--- src/rtl/amiga_video_pattern_gen_pkg.sv ---
// PAL timing constants, pattern encoding and colour-bar helpers shared by the
// pattern generator and the sampler bench.
package amiga_video_pattern_gen_pkg;

    localparam int unsigned H_TOTAL     = 908;
    localparam int unsigned H_SYNC      = 67;
    localparam int unsigned H_ACT_START = 160;
    localparam int unsigned H_ACT       = 640;
    localparam int unsigned V_LONG      = 313;
    localparam int unsigned V_SHORT     = 312;
    localparam int unsigned V_ACT_START = 26;
    localparam int unsigned V_ACT       = 256;
    localparam int unsigned VS_LINES    = 3;
    localparam int unsigned BAR_W       = 80;

    typedef logic [11:0] rgb_t;

    typedef enum logic [1:0] {
        PatSolid  = 2'd0,
        PatBars   = 2'd1,
        PatParity = 2'd2,
        PatRamp   = 2'd3
    } pattern_e;

    // Bar number for active x; compare chain instead of a divider.
    function automatic logic [2:0] bar_index(input logic [9:0] x);
        logic [2:0] idx;
        idx = 3'd0;
        for (int i = 1; i < 8; i++) begin
            if (x >= 10'(i * BAR_W)) idx = 3'(i);
        end
        return idx;
    endfunction

    function automatic rgb_t bar_colour(input logic [2:0] idx);
        rgb_t c;
        unique case (idx)
            3'd0: c = 12'hFFF;
            3'd1: c = 12'hFF0;
            3'd2: c = 12'h0FF;
            3'd3: c = 12'h0F0;
            3'd4: c = 12'hF0F;
            3'd5: c = 12'hF00;
            3'd6: c = 12'h00F;
            default: c = 12'h000;
        endcase
        return c;
    endfunction

endpackage

--- src/rtl/amiga_video_pattern_gen_if.sv ---
// Amiga video port bundle: pattern controls in, CSYNC/RGB and field status out.
interface amiga_video_pattern_gen_if;
    import amiga_video_pattern_gen_pkg::*;

    logic       interlace_in;
    logic [1:0] pattern_sel;
    rgb_t       solid_rgb;
    logic       csync_n;
    rgb_t       am_rgb;
    logic       field_no;
    logic       interlaced;
    logic       sof;

    // Generator side.
    modport master (
        input  interlace_in, pattern_sel, solid_rgb,
        output csync_n, am_rgb, field_no, interlaced, sof
    );

    // Receiver / stimulus side.
    modport slave (
        output interlace_in, pattern_sel, solid_rgb,
        input  csync_n, am_rgb, field_no, interlaced, sof
    );
endinterface

--- src/rtl/amiga_sync_counter.sv ---
// Line/pixel counters, per-field latches and vsync-window / active decode.
// Field-boundary values are presented combinationally on the (0,0) clock so
// the outputs registered from that clock already belong to the new field.
module amiga_sync_counter
    import amiga_video_pattern_gen_pkg::*;
#(
    parameter int unsigned VLong     = V_LONG,
    parameter int unsigned VShort    = V_SHORT,
    parameter int unsigned VActStart = V_ACT_START,
    parameter int unsigned VAct      = V_ACT
) (
    input  logic       clk,
    input  logic       reset_n,
    input  logic       interlace_i,
    input  logic [1:0] pattern_sel_i,
    output logic [9:0] hcnt_o,
    output logic [8:0] vcnt_o,
    output logic       field_no_o,
    output logic       interlaced_o,
    output pattern_e   pattern_o,
    output logic       sof_o,
    output logic       vs_win_o,
    output logic       active_o
);
    localparam logic [9:0] HLast      = 10'(H_TOTAL - 1);
    localparam logic [9:0] HHalf      = 10'(H_TOTAL / 2);
    localparam logic [9:0] HActLo     = 10'(H_ACT_START);
    localparam logic [9:0] HActHi     = 10'(H_ACT_START + H_ACT);
    localparam logic [8:0] VLongLast  = 9'(VLong - 1);
    localparam logic [8:0] VShortLast = 9'(VShort - 1);
    localparam logic [8:0] VsLines    = 9'(VS_LINES);
    localparam logic [8:0] VActLo     = 9'(VActStart);
    localparam logic [8:0] VActHi     = 9'(VActStart + VAct);

    logic [9:0] hcnt_q, hcnt_d;
    logic [8:0] vcnt_q, vcnt_d;
    logic       field_q, field_cur;
    logic       ilace_q, ilace_cur;
    pattern_e   pat_q, pat_cur;
    logic       first_q;
    logic       at_start;

    // Field-boundary latching and counter next-state.
    always_comb begin
        at_start  = (hcnt_q == 10'd0) && (vcnt_q == 9'd0);
        field_cur = field_q;
        ilace_cur = ilace_q;
        pat_cur   = pat_q;
        if (at_start) begin
            ilace_cur = interlace_i;
            pat_cur   = pattern_e'(pattern_sel_i);
            // Reset always restarts in the long field.
            field_cur = (interlace_i && !first_q) ? ~field_q : 1'b0;
        end
        hcnt_d = hcnt_q + 10'd1;
        vcnt_d = vcnt_q;
        if (hcnt_q == HLast) begin
            hcnt_d = 10'd0;
            vcnt_d = (vcnt_q == (field_cur ? VShortLast : VLongLast)) ? 9'd0 : vcnt_q + 9'd1;
        end
    end

    // Vsync window (offset half a line in the short field) and active area.
    always_comb begin
        if (!field_cur) begin
            vs_win_o = vcnt_q < VsLines;
        end else begin
            vs_win_o = ((vcnt_q == 9'd0) && (hcnt_q >= HHalf)) ||
                       ((vcnt_q != 9'd0) && (vcnt_q < VsLines)) ||
                       ((vcnt_q == VsLines) && (hcnt_q < HHalf));
        end
        active_o = (hcnt_q >= HActLo) && (hcnt_q < HActHi) &&
                   (vcnt_q >= VActLo) && (vcnt_q < VActHi);
    end

    // Counter and field-latch state.
    always_ff @(posedge clk) begin
        if (!reset_n) begin
            hcnt_q  <= 10'd0;
            vcnt_q  <= 9'd0;
            field_q <= 1'b0;
            ilace_q <= 1'b0;
            pat_q   <= PatSolid;
            first_q <= 1'b1;
        end else begin
            hcnt_q  <= hcnt_d;
            vcnt_q  <= vcnt_d;
            field_q <= field_cur;
            ilace_q <= ilace_cur;
            pat_q   <= pat_cur;
            first_q <= 1'b0;
        end
    end

    assign hcnt_o       = hcnt_q;
    assign vcnt_o       = vcnt_q;
    assign field_no_o   = field_cur;
    assign interlaced_o = ilace_cur;
    assign pattern_o    = pat_cur;
    assign sof_o        = at_start;

endmodule

--- src/rtl/amiga_video_pattern_gen.sv ---
// PAL Amiga video-port source: composite sync plus 12-bit RGB test patterns.
// Every output is registered once from the counter state so sync and pixels
// stay aligned.
module amiga_video_pattern_gen
    import amiga_video_pattern_gen_pkg::*;
#(
    parameter int unsigned VLong     = V_LONG,
    parameter int unsigned VShort    = V_SHORT,
    parameter int unsigned VActStart = V_ACT_START,
    parameter int unsigned VAct      = V_ACT
) (
    input logic                        clk,
    input logic                        reset_n,
    amiga_video_pattern_gen_if.master  vid
);
    localparam logic [9:0] HHalf   = 10'(H_TOTAL / 2);
    localparam logic [9:0] HSync   = 10'(H_SYNC);
    localparam logic [9:0] BroadLo = 10'(H_TOTAL / 2 - H_SYNC);
    localparam logic [9:0] HActLo  = 10'(H_ACT_START);
    localparam logic [8:0] VActLo  = 9'(VActStart);

    logic [9:0] hcnt, hmod, x;
    logic [8:0] vcnt;
    logic [3:0] y_hi;
    logic       field_no, interlaced, sof, vs_win, active;
    pattern_e   pattern;
    logic       csync_d, csync_q;
    rgb_t       rgb_d, rgb_q;
    logic       field_q, ilace_q, sof_q;

    amiga_sync_counter #(
        .VLong     (VLong),
        .VShort    (VShort),
        .VActStart (VActStart),
        .VAct      (VAct)
    ) u_sync_counter (
        .clk           (clk),
        .reset_n       (reset_n),
        .interlace_i   (vid.interlace_in),
        .pattern_sel_i (vid.pattern_sel),
        .hcnt_o        (hcnt),
        .vcnt_o        (vcnt),
        .field_no_o    (field_no),
        .interlaced_o  (interlaced),
        .pattern_o     (pattern),
        .sof_o         (sof),
        .vs_win_o      (vs_win),
        .active_o      (active)
    );

    // Sync level and pixel colour for the current counter state.
    always_comb begin
        hmod    = (hcnt >= HHalf) ? hcnt - HHalf : hcnt;
        csync_d = vs_win ? (hmod >= BroadLo) : (hcnt >= HSync);
        x       = hcnt - HActLo;
        y_hi    = 4'((vcnt - VActLo) >> 4);
        rgb_d   = 12'h000;
        if (active) begin
            unique case (pattern)
                PatSolid:  rgb_d = vid.solid_rgb;
                PatBars:   rgb_d = bar_colour(bar_index(x));
                PatParity: rgb_d = (vcnt[0] ^ field_no) ? 12'hFFF : 12'h000;
                PatRamp:   rgb_d = {x[7:4], y_hi, x[3:0]};
            endcase
        end
    end

    // Output registers.
    always_ff @(posedge clk) begin
        if (!reset_n) begin
            csync_q <= 1'b1;
            rgb_q   <= 12'h000;
            field_q <= 1'b0;
            ilace_q <= 1'b0;
            sof_q   <= 1'b0;
        end else begin
            csync_q <= csync_d;
            rgb_q   <= rgb_d;
            field_q <= field_no;
            ilace_q <= interlaced;
            sof_q   <= sof;
        end
    end

    assign vid.csync_n    = csync_q;
    assign vid.am_rgb     = rgb_q;
    assign vid.field_no   = field_q;
    assign vid.interlaced = ilace_q;
    assign vid.sof        = sof_q;

endmodule
--- src/flat_wrapper.sv ---
// flat-port wrapper written by rule: the top's interface ports become plain ports
module amiga_video_pattern_gen_flat import amiga_video_pattern_gen_pkg::*;
#(
    parameter int unsigned VLong     = V_LONG,
    parameter int unsigned VShort    = V_SHORT,
    parameter int unsigned VActStart = V_ACT_START,
    parameter int unsigned VAct      = V_ACT
)
  (clk, reset_n, vid_interlace_in, vid_pattern_sel, vid_solid_rgb, vid_csync_n, vid_am_rgb, vid_field_no, vid_interlaced, vid_sof);
  amiga_video_pattern_gen_if vid_i ();
  input logic clk;
  input logic reset_n;
  input wire logic [$bits(vid_i.interlace_in)-1:0] vid_interlace_in;
  input wire logic [$bits(vid_i.pattern_sel)-1:0] vid_pattern_sel;
  input wire logic [$bits(vid_i.solid_rgb)-1:0] vid_solid_rgb;
  output wire logic [$bits(vid_i.csync_n)-1:0] vid_csync_n;
  output wire logic [$bits(vid_i.am_rgb)-1:0] vid_am_rgb;
  output wire logic [$bits(vid_i.field_no)-1:0] vid_field_no;
  output wire logic [$bits(vid_i.interlaced)-1:0] vid_interlaced;
  output wire logic [$bits(vid_i.sof)-1:0] vid_sof;
  assign vid_i.interlace_in = vid_interlace_in;
  assign vid_i.pattern_sel = vid_pattern_sel;
  assign vid_i.solid_rgb = vid_solid_rgb;
  assign vid_csync_n = vid_i.csync_n;
  assign vid_am_rgb = vid_i.am_rgb;
  assign vid_field_no = vid_i.field_no;
  assign vid_interlaced = vid_i.interlaced;
  assign vid_sof = vid_i.sof;
  amiga_video_pattern_gen #(.VLong(VLong), .VShort(VShort), .VActStart(VActStart), .VAct(VAct)) u_core (.clk(clk), .reset_n(reset_n), .vid(vid_i));
endmodule
--- config.mk ---
export PLATFORM = sky130hd
export DESIGN_NAME = amiga_video_pattern_gen_flat
export DESIGN_NICKNAME = d
export VERILOG_FILES = /design/src/rtl/amiga_video_pattern_gen_pkg.sv /design/src/rtl/amiga_video_pattern_gen_if.sv /design/src/rtl/amiga_sync_counter.sv /design/src/rtl/amiga_video_pattern_gen.sv /design/src/flat_wrapper.sv
export SDC_FILE = /design/constraint.sdc
export NUM_CORES = 1
export LEC_CHECK = 0
export ABC_AREA = 1
export ABC_CLOCK_PERIOD_IN_PS = 2700
export CAP_MARGIN = 30
export CORE_MARGIN = 2
export CORE_UTILIZATION = 50
export CTS_CLUSTER_DIAMETER = 80
export DETAILED_ROUTE_END_ITERATION = 6
export GPL_ROUTABILITY_DRIVEN = 0
export PLACE_DENSITY = 0.72
export SYNTH_ARGS = -nofsm -noshare
export SYNTH_HDL_FRONTEND = slang
export SYNTH_SLANG_ARGS = --single-unit
--- constraint.sdc ---
create_clock -name clk -period 2.7 [get_ports clk]
set_input_delay 0.27 -clock clk [delete_from_list [all_inputs] [get_ports clk]]
set_output_delay 0.27 -clock clk [all_outputs]
set_load 0.005 [all_outputs]
==> results of run 1 <==
-- registers in the layout, indices dropped and copies added, names as in the netlist --
signal	flops
u_core.u_sync_counter.first_q	1
u_core.u_sync_counter.hcnt_o	10
u_core.u_sync_counter.pat_q	2
u_core.u_sync_counter.vcnt_o	9
u_core.vid.am_rgb	12
u_core.vid.csync_n	1
u_core.vid.field_no	1
u_core.vid.interlaced	1
u_core.vid.sof	1
-- critical path, cell delays in order (launching register included) --
cell and delay, ns:
sky130_fd_sc_hd__dfxtp_1 0.51, sky130_fd_sc_hd__inv_1 0.23, sky130_fd_sc_hd__ha_1 0.25, sky130_fd_sc_hd__inv_1 0.05, sky130_fd_sc_hd__nand2_1 0.08, sky130_fd_sc_hd__nand2_1 0.09
sky130_fd_sc_hd__nand2_1 0.05, sky130_fd_sc_hd__nand2_1 0.13, sky130_fd_sc_hd__nand3_1 0.16, sky130_fd_sc_hd__nor2_1 0.16, sky130_fd_sc_hd__nand3_1 0.09, sky130_fd_sc_hd__nand2_1 0.07
sky130_fd_sc_hd__nand2_1 0.04, sky130_fd_sc_hd__nand2_1 0.06, sky130_fd_sc_hd__nand2_1 0.05, sky130_fd_sc_hd__nand2_1 0.12, sky130_fd_sc_hd__a21oi_1 0.08
-- how the worst min path moves through the flow --
stage	end	slack [ns]	start
6_report	u_core.vid.interlaced	0.47	u_core.vid.interlaced
3_5_place_dp	u_core.vid.interlaced	0.46	u_core.vid.interlaced
3_3_place_gp	u_core.vid.interlaced	0.45	u_core.vid.interlaced
2_1_floorplan	u_core.vid.csync_n	0.35	reset_n
4_1_cts	u_core.vid.interlaced	0.47	u_core.vid.interlaced
5_1_grt	u_core.vid.interlaced	0.53	u_core.vid.interlaced
-- cell type report --
cell class	instances	area [sq um]	area share
Sequential cell	38	761	0.249
Multi-Input combinational cell	301	1590	0.521
Clock buffer	5	68.8	0.0225
Clock inverter	2	10.0	0.00327
Inverter	50	189	0.0618
Tap cell	70	87.6	0.0286
Timing Repair Buffer	36	350	0.115
-- stage by stage --
stage | instances | utilization | power, mW | worst slack [ns]
final | 502 | 0.607 | 1.14 | 0.367
after global routing | 502 | 0.607 | 1.19 | 0.116
after CTS | 502 | 0.607 | 1.15 | 0.411
after detailed placement | 495 | 0.591 | 0.768 | 0.448
after global placement | 495 | 0.591 | 0.767 | 0.499
after floorplan | 395 | - | 0.710 | 0.564
-- cell families (layout without fill, tap and decap cells) --
family | after synthesis | after routing | synth area share
compound gates | 70 | 70 | 0.152
fa+ha+maj | 13 | 13 | 0.0631
simple gates | 207 | 207 | 0.365
buf+inv | 56 | 93 | 0.0869
xor+xnor | 11 | 11 | 0.0374
flops | 38 | 38 | 0.295
-- per-layer routing --
metal / wire length, um / track usage / vias to the layer above
met5: 0 / 0 / -
li1: - / - / 1366
met2: 2880 / 0.364 / 115
met1: 3060 / 0.319 / 1172
met4: 106 / 0.0975 / 0
met3: 464 / 0.0437 / 13
-- power groups by stage --
stage                     clock network (mW)  registers [mW]  logic, mW
final                                  0.381           0.582      0.175
after global routing                   0.413           0.584      0.195
after CTS                              0.390           0.581      0.175
after detailed placement                   0           0.595      0.174
after global placement                     0           0.594      0.174
after floorplan                            0           0.593      0.117
-- layout by cell type, fill, tap and decap left out, types with 10 or more instances in the layout --
cell	synthesis	final
sky130_fd_sc_hd__nor3_1	12	12
sky130_fd_sc_hd__ha_1	13	13
sky130_fd_sc_hd__nor2_1	51	51
sky130_fd_sc_hd__o21ai_0	14	14
sky130_fd_sc_hd__inv_1	42	42
sky130_fd_sc_hd__o21ai_1	13	13
sky130_fd_sc_hd__a21oi_1	25	25
sky130_fd_sc_hd__xor2_1	11	11
sky130_fd_sc_hd__clkdlybuf4s50_1	0	32
sky130_fd_sc_hd__nand2_2	10	10
sky130_fd_sc_hd__nand2_1	83	83
sky130_fd_sc_hd__nand3_1	31	31
sky130_fd_sc_hd__dfxtp_1	38	38
==> flow_summary.ini, run 1 <==
[setup_path]
crit_end = u_core.vid.am_rgb[3]
reg2reg_to = u_core.vid.am_rgb[3]
critPathLaunchType = register
cp_data_arrival_time_ns = 2.52
critical_path.reg2reg.startpoint = u_core.u_sync_counter.hcnt_o[6]
setup.reg_to_reg.worst_slack_ns = 0.37
worst-path-max-fanout = 9
setup.worst_path.start = u_core.u_sync_counter.hcnt_o[6]
timing.reg2reg.worst_path_depth = 16
critPathRequiredTime_ns = 2.89
cp-end-kind = register
worstSetupPathType = reg -> reg

[global_route]
grt_overflow = 0
first_global_vias = 2303
global_route_wire_length_before_repair_mm = 10.4
grt_use_total = 0.235
grt_antenna_before_repair = 0
grt_max_degree = 16

[job]
cap_violations = 0

[synth]
postSynthAreaPerCell_sq_um = 6.53
synthFlopType = sky130_fd_sc_hd__dfxtp_1
most_repeated_cell_in_the_gate_level_netlist_after_synthesis = sky130_fd_sc_hd__nand2_1
ys_seq_elements = 38
yosysTopAreaCell = sky130_fd_sc_hd__dfxtp_1
yosys.area.top_type_share = 0.295
synth_top_cells_by_area = sky130_fd_sc_hd__dfxtp_1 30%, sky130_fd_sc_hd__nand2_1 12%, sky130_fd_sc_hd__nor2_1 7.4%, sky130_fd_sc_hd__ha_1 6.3%, sky130_fd_sc_hd__inv_1 6.1%
number_of_flops_mapped_to_enable_cells_by_yosys = 0
ys_top_cells_by_count = 83 x sky130_fd_sc_hd__nand2_1, 51 x sky130_fd_sc_hd__nor2_1, 42 x sky130_fd_sc_hd__inv_1
synth_area_sq_mm = 0.00258
sequential_area_share_after_synthesis = 0.295
synth.net_count = 425
async_flop_share = 0
synthCells = 395
yosys_cell_types = 36
ys.warnings.count = 0

[floorplan]
starting_density = 0.511
die-width_um = 75.8
dieArea_sq_mm = 0.00574
chipHeight_um = 75.8
num_rows = 26
floorplan.core_area_sq_mm = 0.00504
floorplan.io_pins = 33

[routing]
routed_via_density = 5.31
drt-wirelength-per-cell_um = 13.0
detail_route.iter0.violations = 214
final_antenna_net_count = 0
detailedRoute.firstPassIterationCount = 5
aggregate_routed_wire_length_mm = 6.52
drcViolationCount = 0
route.vias.total = 2666

[clocking]
cts.clk_slew.worst_paths_ns = 0.08
tritoncts = done
clk-insertion-delay-late_ns = 0.30
max-clock-path-buffers = 2
post_cts_resized = 0
setup_bufs_post_cts = 0
cts_htree_levels = 2
cts-hold-fix-buffers = 0
cts_root_buf = sky130_fd_sc_hd__clkbuf_8
tritoncts_num_sinks = 38
numCtsBuffers = 5

[hold_path]
worst_hold_path_type = reg -> reg
worstHoldPathCells = 2

[power_and_ir_drop]
irDropWorstVdd_mv = 0.182
clock_power_share = 0.335
power.sequential.fraction = 0.511
internal_power_uw = 812
cellLeakagePower_nw = 1.31
cellPowerDensity_mw_per_mm2 = 372
netSwitchingPower_uw = 326
switching_part_of_the_total_power = 0.286
pwr-share-comb = 0.153

[final_layout]
fillCellCount = 482
post_route_cells_drive_above_1_share = 0.0949
finalNetCount = 462
layout.cell_area.non_filler_sq_mm = 0.00306
synthToLayoutAreaGrowth_pct = 18.7
antenna_cells = 0

[place]
portbufs = 32
placement.cell_area_sq_mm = 0.00298
detailedPlacementHpwl_mm = 4.87

[timing]
worstMarginPinSlew_ns = 0.423
setup_total_negative_slack_ns = 0
setup_repair_after_global_routing_missed_its_margin = false
slew_limit_headroom = 0.716
period_needed_ns = 2.33
crit_share_post_route = 0.864
achievable-frequency_mhz = 429
clock_skews_ns = 0.00863
final_number_of_max_transition_violations = 0
finalSetupViolCount = 0
final_report_hold_violation_count = 0
worst_hold_slack_ns = 0.470

[run_status]
run_status = completed
Note: power is estimated with default switching activity, not from simulation.
==> run 2, diff against run 1 <==
- CORE_ASPECT_RATIO: default -> 0.75
- CORE_MARGIN: 2 -> default
==> run 2 against run 1 <==
Effect of this change:
- the run now ends with DRC left
- cell count shrank 1.6%
- critical path depth is the same
- fmax grew 11%
- die area shrank 5.1%
- critical endpoint is now u_core.vid.am_rgb[0]
- clock power grew 28%
- sequential power about the same
==> flow_summary.ini, run 2 (synthesis results as in run 1) <==
[run_status]
run_status = finished, violations left
violations = DRC

[floorplan]
floorplan.io_pins = 33
dieArea_sq_mm = 0.00545
num_rows = 22
starting_density = 0.523
floorplan.core_area_sq_mm = 0.00493
chipHeight_um = 64.2
die-width_um = 84.9

[power_and_ir_drop]
cellPowerDensity_mw_per_mm2 = 402
post-layout-total-power_mw = 1.24
cellLeakagePower_nw = 1.33
irDropWorstVdd_mv = 0.298

[routing]
aggregate_routed_wire_length_mm = 6.54
drcViolationCount = 7
detail_route.iter0.violations = 157
final_antenna_net_count = 0
drt-wirelength-per-cell_um = 13.2
route.vias.total = 2651
routed_via_density = 5.37
detailedRoute.firstPassIterationCount = 7

[clocking]
cts-hold-fix-buffers = 0
cts_htree_levels = 2
clk-insertion-delay-late_ns = 0.29
cts_root_buf = sky130_fd_sc_hd__clkbuf_8
tritoncts = done
tritoncts_num_sinks = 38
post_cts_resized = 0
cts.clk_slew.worst_paths_ns = 0.08
max-clock-path-buffers = 2
setup_bufs_post_cts = 0
numCtsBuffers = 5

[setup_path]
setup.worst_path.start = u_core.u_sync_counter.hcnt_o[5]
worstSetupPathType = reg -> reg
critical_path.reg2reg.startpoint = u_core.u_sync_counter.hcnt_o[5]
critPathLaunchType = register
cp-end-kind = register
critPathRequiredTime_ns = 2.88
crit_end = u_core.vid.am_rgb[0]
worst-path-max-fanout = 7
timing.reg2reg.worst_path_depth = 16
reg2reg_to = u_core.vid.am_rgb[0]
cp_data_arrival_time_ns = 2.28
setup.reg_to_reg.worst_slack_ns = 0.61

[final_layout]
layout.cell_area.non_filler_sq_mm = 0.00308
finalNetCount = 463
seqCellArea_sq_um = 761
antenna_cells = 0
post_route_cells_drive_above_1_share = 0.0991
final-instance-count-excl-fill = 494
most_common_library_cell_in_the_layout_ignoring_fill_and_taps = sky130_fd_sc_hd__nand2_1
multi_input_comb_area_sq_mm = 0.00159
fillCellCount = 447
most-common-layout-cells = 83 x sky130_fd_sc_hd__nand2_1, 51 x sky130_fd_sc_hd__nor2_1, 42 x sky130_fd_sc_hd__inv_1
synthToLayoutAreaGrowth_pct = 19.7
layout.core_utilization = 0.626
largest_register_ffs = 12

[place]
detailedPlacementHpwl_mm = 5.02
placement.cell_area_sq_mm = 0.00298
dp_slack_ns = 0.640
placed_cells = 486
portbufs = 32

[timing]
setup_total_negative_slack_ns = 0
final.setup.worst_slack_ns = 0.606
crit_share_post_route = 0.775
slew_limit_headroom = 0.647
worstMarginPinSlew_ns = 0.529
final_number_of_max_transition_violations = 0
achievable-frequency_mhz = 478
setup_repair_after_global_routing_missed_its_margin = false
final_report_hold_violation_count = 0
worst_hold_slack_ns = 0.480
clock_skews_ns = 0.00387
finalSetupViolCount = 0
period_needed_ns = 2.09

[global_route]
grt_overflow = 0
first_global_vias = 2359
grt_use_total = 0.251
global_route_wire_length_before_repair_mm = 10.9
grt_max_degree = 17
grt_antenna_before_repair = 0

[hold_path]
worst_hold_path_type = reg -> reg
worstHoldPathCells = 2

[job]
cap_violations = 0
## run 2: cell type report
class                      instances  share of cell area
timing repair buffer              37               0.116
tap                               60              0.0243
sequential                        38               0.247
inverter                          50              0.0613
clock buffer                       5              0.0223
clock inverter                     3              0.0130
multi-input combinational        301               0.516
## run 2: worst min-delay path by stage
stage                                      from               endpoint  slack (ns)
final                     u_core.vid.interlaced  u_core.vid.interlaced        0.48
after global routing      u_core.vid.interlaced  u_core.vid.interlaced        0.50
after detailed placement  u_core.vid.interlaced  u_core.vid.interlaced        0.48
after global placement    u_core.vid.interlaced  u_core.vid.interlaced        0.45
after CTS                 u_core.vid.interlaced  u_core.vid.interlaced        0.49
after floorplan                         reset_n     u_core.vid.csync_n        0.35
## run 2: routing by layer
| metal | up-vias | GRT usage | wire [um] |
|---|---|---|---|
| met1 | 1171 | 0.354 | 3310 |
| li1 | 1368 | - | - |
| met2 | 101 | 0.387 | 2690 |
| met4 | 0 | 0.0742 | 89 |
| met5 | - | 0 | 0 |
| met3 | 11 | 0.0504 | 446 |
## run 2: worst max-delay path, cell delays in order, from the launching register on
cell	delay, ns
sky130_fd_sc_hd__dfxtp_1	0.45
sky130_fd_sc_hd__inv_1	0.09
sky130_fd_sc_hd__ha_1	0.21
sky130_fd_sc_hd__inv_1	0.05
sky130_fd_sc_hd__nand2_1	0.09
sky130_fd_sc_hd__nand2_1	0.10
sky130_fd_sc_hd__nand2_1	0.05
sky130_fd_sc_hd__nand2_1	0.14
sky130_fd_sc_hd__nand3_1	0.16
sky130_fd_sc_hd__nor2_1	0.16
sky130_fd_sc_hd__nand3_1	0.09
sky130_fd_sc_hd__nand2_1	0.06
sky130_fd_sc_hd__nand2_1	0.04
sky130_fd_sc_hd__nand2_1	0.06
sky130_fd_sc_hd__nand2_1	0.04
sky130_fd_sc_hd__nand2_1	0.12
sky130_fd_sc_hd__a21oi_1	0.08
## run 2: power breakdown
part | leakage [nW] | internal [mW] | total, mW | switching, mW
Combinational | 0.960 | 0.0655 | 0.172 | 0.107
Clock | 0.0579 | 0.272 | 0.487 | 0.214
Sequential | 0.308 | 0.572 | 0.581 | 0.00894
Total | 1.33 | 0.910 | 1.24 | 0.330
